<file path="src/rtl/jesd204b_link_pkg.sv">
// rtl/jesd204b_link_pkg.sv - shared constants and ILAS octet helper for the JESD204B TX link
package jesd204b_link_pkg;

  localparam logic [7:0] K28_5 = 8'hBC;
  localparam logic [7:0] K28_0 = 8'h1C;
  localparam logic [7:0] K28_3 = 8'h7C;
  localparam logic [7:0] K28_4 = 8'h9C;

  localparam logic [1:0] ST_CGS  = 2'd0;
  localparam logic [1:0] ST_ILAS = 2'd1;
  localparam logic [1:0] ST_DATA = 2'd2;

  localparam int ILAS_MULTIFRAMES = 4;
  localparam int ILAS_CFG_OCTETS  = 14;

  // Returns {k, octet} for ILAS octet index i of multiframe mf.
  function automatic logic [8:0] ilas_octet(
    input logic [7:0]                     i,
    input logic [1:0]                     mf,
    input logic [7:0]                     last_idx,
    input logic [ILAS_CFG_OCTETS*8-1:0]   cfg
  );
    logic [8:0] r;
    if (i == 8'd0)
      r = {1'b1, K28_0};
    else if (i == last_idx)
      r = {1'b1, K28_3};
    else if (mf == 2'd1 && i == 8'd1)
      r = {1'b1, K28_4};
    else if (mf == 2'd1 && i >= 8'd2 && i <= 8'd15)
      r = {1'b0, cfg[(int'(i) - 2) * 8 +: 8]};
    else
      r = {1'b0, i};
    return r;
  endfunction

endpackage

</file>
<file path="src/rtl/jesd204b_lmfc_counter.sv">
// rtl/jesd204b_lmfc_counter.sv - free-running LMFC octet counter, shareable across lanes
module jesd204b_lmfc_counter #(
  parameter int F = 2,
  parameter int K = 16
) (
  input  logic       clock,
  input  logic       reset,
  output logic [7:0] cnt,
  output logic       last
);

  assign last = (cnt == 8'(F * K - 1));

  // Count 0..F*K-1 and wrap; only reset clears it, never the link state.
  always_ff @(posedge clock or negedge reset) begin
    if (!reset)
      cnt <= 8'd0;
    else
      cnt <= last ? 8'd0 : cnt + 8'd1;
  end

endmodule

</file>
<file path="src/rtl/jesd204b_tx_link_ctrl.sv">
// rtl/jesd204b_tx_link_ctrl.sv - JESD204B TX lane sequencer CGS/ILAS/DATA; ILAS compiled only with JESD_ILAS_EN
module jesd204b_tx_link_ctrl
  import jesd204b_link_pkg::*;
#(
  parameter int F            = 2,
  parameter int K            = 16,
  parameter int SYNC_LOW_MIN = 4
) (
  input  logic         clock,
  input  logic         reset,
  input  logic         sync_n,
  input  logic [7:0]   data_in,
  input  logic [111:0] ilas_cfg,
  output logic [7:0]   tx_octet,
  output logic         tx_k,
  output logic         data_en,
  output logic         link_up,
  output logic         lmfc_pulse,
  output logic [1:0]   state
);

  localparam int RW = $clog2(SYNC_LOW_MIN + 1);

  logic [7:0]    lmfc_cnt;
  logic          lmfc_last;
  logic [7:0]    lmfc_nxt;
  logic [RW-1:0] low_run;
  logic [RW-1:0] low_run_nxt;
  logic          resync;
  logic [1:0]    state_nxt;
  logic [7:0]    octet_nxt;
  logic          k_nxt;

`ifdef JESD_ILAS_EN
  logic [1:0] mf_cnt;
  logic [1:0] mf_nxt;
`else
  logic unused_ilas_cfg;
  assign unused_ilas_cfg = ^ilas_cfg;
`endif

  jesd204b_lmfc_counter #(.F(F), .K(K)) u_lmfc (
    .clock (clock),
    .reset (reset),
    .cnt   (lmfc_cnt),
    .last  (lmfc_last)
  );

  // Outputs are registered from next-cycle values so they line up with lmfc_cnt.
  assign lmfc_nxt = lmfc_last ? 8'd0 : lmfc_cnt + 8'd1;

  // Count consecutive low sync_n samples outside CGS; a full run forces resync.
  always_comb begin
    resync      = 1'b0;
    low_run_nxt = low_run;
    if (state == ST_CGS || sync_n) begin
      low_run_nxt = '0;
    end else if (low_run == RW'(SYNC_LOW_MIN - 1)) begin
      resync      = 1'b1;
      low_run_nxt = '0;
    end else begin
      low_run_nxt = low_run + 1'b1;
    end
  end

  // Link state transitions; resync overrides everything, including ILAS end.
  always_comb begin
    state_nxt = state;
`ifdef JESD_ILAS_EN
    mf_nxt = mf_cnt;
`endif
    case (state)
      ST_CGS: begin
        if (sync_n && lmfc_last) begin
`ifdef JESD_ILAS_EN
          state_nxt = ST_ILAS;
          mf_nxt    = 2'd0;
`else
          state_nxt = ST_DATA;
`endif
        end
      end
`ifdef JESD_ILAS_EN
      ST_ILAS: begin
        if (lmfc_last) begin
          mf_nxt = mf_cnt + 2'd1;
          if (mf_cnt == 2'(ILAS_MULTIFRAMES - 1))
            state_nxt = ST_DATA;
        end
      end
`endif
      default: ;
    endcase
    if (resync)
      state_nxt = ST_CGS;
  end

  // Select the octet the encoder sees after the coming edge.
  always_comb begin
    octet_nxt = K28_5;
    k_nxt     = 1'b1;
    case (state_nxt)
      ST_DATA: begin
        octet_nxt = data_in;
        k_nxt     = 1'b0;
      end
`ifdef JESD_ILAS_EN
      ST_ILAS: {k_nxt, octet_nxt} = ilas_octet(lmfc_nxt, mf_nxt, 8'(F * K - 1), ilas_cfg);
`endif
      default: ;
    endcase
  end

  // State, counters and registered outputs; reset drops the lane back to CGS at once.
  always_ff @(posedge clock or negedge reset) begin
    if (!reset) begin
      state      <= ST_CGS;
      low_run    <= '0;
      tx_octet   <= K28_5;
      tx_k       <= 1'b1;
      data_en    <= 1'b0;
      link_up    <= 1'b0;
      lmfc_pulse <= 1'b1;
`ifdef JESD_ILAS_EN
      mf_cnt     <= 2'd0;
`endif
    end else begin
      state      <= state_nxt;
      low_run    <= low_run_nxt;
      tx_octet   <= octet_nxt;
      tx_k       <= k_nxt;
      data_en    <= (state_nxt == ST_DATA);
      link_up    <= (state_nxt == ST_DATA);
      lmfc_pulse <= (lmfc_nxt == 8'd0);
`ifdef JESD_ILAS_EN
      mf_cnt     <= mf_nxt;
`endif
    end
  end

endmodule
</file>
<file path="config.mk">
export PLATFORM = sky130hd
export DESIGN_NAME = jesd204b_tx_link_ctrl
export DESIGN_NICKNAME = d
export VERILOG_FILES = /design/src/rtl/jesd204b_link_pkg.sv /design/src/rtl/jesd204b_lmfc_counter.sv /design/src/rtl/jesd204b_tx_link_ctrl.sv
export SDC_FILE = /design/constraint.sdc
export NUM_CORES = 1
export LEC_CHECK = 0
export BUFFER_PORTS_ARGS = -buffer_cell sky130_fd_sc_hd__buf_2
export CELL_PAD_IN_SITES_DETAIL_PLACEMENT = 1
export CELL_PAD_IN_SITES_GLOBAL_PLACEMENT = 2
export CORE_ASPECT_RATIO = 1.2
export CORE_MARGIN = 2
export CORE_UTILIZATION = 14
export CTS_CLUSTER_DIAMETER = 200
export DETAILED_ROUTE_END_ITERATION = 10
export PLACE_DENSITY_LB_ADDON = 0.1
export SYNTH_ARGS = -nofsm -noshare
export SYNTH_HDL_FRONTEND = slang
export SYNTH_SLANG_ARGS = --single-unit
</file>
<file path="constraint.sdc">
create_clock -name clock -period 2.06 [get_ports clock]
set_input_delay 0.103 -clock clock [delete_from_list [all_inputs] [get_ports clock]]
set_output_delay 0.103 -clock clock [all_outputs]
set_load 0.01 [all_outputs]
</file>
==> reports/qor.txt <==
worst endpoint data arrival time - 2010 ps
Post-synth EDFFs - 0
total power - 0.825 mW
Final Critical Period - 1810 ps
CP Launch Type - flip-flop
synth-to-layout area growth - 28.7%
post-synthesis cell count - 81
# rows - 33
Post-CTS Resized - 0
setup TNS - 0 ps
Largest stage delay, worst path - 420 ps
final slew viol count - 0
TritonCTS clock tree - done
Top delay family on crit path - simple AND/OR/NAND/NOR gates
crit-path cells - ha_1 -> nand4_4 -> o41ai_2 -> a22oi_2 -> or3_1
R2R setup slack - 250 ps
hpwl dp - 1630 µm
Final Skew - 2.16 ps
max_slew headroom - 0.616
clk_lat worst skew - 270 ps
synth top area cells - dfrtp_1, dfstp_2, ha_1, or3_1, xor2_1
crit path to - tx_octet[7]$_DFF_PN1_
Yosys top cell by area - dfrtp_1
CTS clk-pin slew, worst paths - 90 ps
WL per Instance - 11.8 µm
# IOs - 137
# H-tree levels - 1
diode count - 0
WL final - 2300 µm
Setup Fix Bufs, Post-CTS - 0
P_leak - 0.576 nW
worst r2r src - u_lmfc.cnt[0]$_DFF_PN0_
WP data required - 2260 ps
Synthesized Nets - 207
DP Cell Count - 191
grt ovf - 0
largest net degree at the start of global routing - 25
Reg-to-Reg End - tx_octet[7]$_DFF_PN1_
worst path buffer plus inverter count - 0
worst setup margin - 249 ps
routed vias - 733
maximum fanout along the worst path - 10
sequential-to-total area share from yosys stat - 0.603
Synth Area per Inst - 12.5 µm²
vias per inst - 3.74
die area - 7910 µm²
crit end category - flip-flop
Non-Filler Instances - 196
power density cells - 635 nW/µm²
worst hold path type - in2reg
routability cong. - 0.664
ys async rst share - 1.00
Ys Warns - 0
worst reg-to-reg path cell count - 5
Initial Util - 0.146
status - completed
clock sinks - 24
first-pass GRT wire length - 4080 µm
final setup vio count - 0
Synth Flop Type - dfrtp_1
CTS Hold Bufs - 1
FMAX - 552 MHz
Setup crit start - u_lmfc.cnt[0]$_DFF_PN0_
Worst Tran Pin Value - 576 ps
antenna viol nets, final - 0
Distinct cells, synth - 28
vias in the first global route - 815
clk root buf - clkbuf_8
initial antenna violation count - 0
crit share post-route - 0.879
clock buffer depth - 2
DRC - 0
Crit. path cell count - 5
core footprint - 6900 µm²
unrepaired setup endpoints after global routing - no
filler instances - 794
share of layout cells above drive strength 1 - 0.385
critical path type - reg2reg
All-Layer GR Usage - 0.0664
# port buffers - 24
Yosys reg bits - 24
Critical-path top delay cell - dfrtp_1
chip width - 81.5 µm
most frequent cells in the layout - buf_2, dfrtp_1, nor2_1, dfstp_2, or3_1
worst vdd ir - 235 µV
dpl ws - 195 ps
Synth top area share - 0.421
router iterations before antenna repair - 3
Cell Area, Synth - 1010 µm²
Initial DRC Count - 20
Fin. Hold Viols - 0
Final nets - 236
CTS buffer count - 3
Die Height - 97.0 µm
max cap viols - 0
commonest non-fill, non-tap cell in the layout - buf_2
worst min path at each step:
stage / start / endpoint / slack [ps] / depth (start not counted)
floorplan: reset / link_up$_DFF_PN0_ / -190 / 0
CTS: data_in[5] / tx_octet[5]$_DFF_PN1_ / 6 / 2
global placement: reset / u_lmfc.cnt[4]$_DFF_PN0_ / 140 / 1
finish: data_in[5] / tx_octet[5]$_DFF_PN1_ / 20 / 2
detailed placement: reset / u_lmfc.cnt[2]$_DFF_PN0_ / 140 / 1
global route: data_in[5] / tx_octet[5]$_DFF_PN1_ / 20 / 2
Yosys cell counts (all sizes together), types with 2 or more instances:
cell / instances
o21ai: 2
ha: 3
a21oi: 3
nor3b: 4
nor4: 3
nand3: 2
nor3: 3
nand2b: 2
nand2: 4
dfrtp: 17
xor2: 4
or3: 6
nor4b: 2
nor2: 7
dfstp: 7
inv: 2
metal layers:
metal | global-route usage | up-vias | routed length (µm)
li1 | - | 341 | -
met1 | 0.0821 | 365 | 990
met2 | 0.110 | 22 | 1160
met3 | 0.0168 | 5 | 115
met4 | 0.0235 | 0 | 31
met5 | 0 | - | 0
layout make-up:
type / instances / area (µm²) / share of cell area
clock buffer: 4 / 55.1 / 0.0423
inverter: 2 / 7.51 / 0.00577
multi-input combinational: 53 / 382 / 0.294
sequential: 24 / 609 / 0.469
tap: 87 / 109 / 0.0837
timing repair buffer: 26 / 138 / 0.106
metrics by stage:
stage | utilization | hold WS (ps) | area [µm²]
floorplan | - | -193 | 1010
global placement | 0.179 | 140 | 1230
detailed placement | 0.179 | 144 | 1230
CTS | 0.189 | 6.46 | 1300
global route | 0.189 | 19.5 | 1300
finish | 0.189 | 15.0 | 1300
worst register-to-register path, stage by stage, from the launching register on:
cell	delay [ps]
dfrtp_1	420
ha_1	330
nand4_4	170
o41ai_2	270
a22oi_2	200
or3_1	350
sequential cells by signal, indices dropped and copies added, names as in the netlist:
name / count
lmfc_pulse: 1
low_run: 3
tx_octet: 8
tx_k: 1
link_up: 1
u_lmfc.cnt: 8
state: 2
cells by family (layout without fill, tap and decap cells):
family | count (synthesis) | in the layout | share of synthesized area
buffers and inverters | 4 | 32 | 0.0186
DFF | 24 | 24 | 0.603
adders and majority gates | 3 | 3 | 0.0372
and+or+nand+nor | 37 | 37 | 0.237
AOI/OAI and AO/OA | 8 | 8 | 0.0607
xor gates and xnor gates | 5 | 5 | 0.0434
power by group:
group / switching, mW / internal [mW] / total, mW
registers: 0.00000364 / 0.471 / 0.471
clock network: 0.161 / 0.171 / 0.332
logic: 0.0131 / 0.00881 / 0.0219
(Power assumes the default switching activity.)
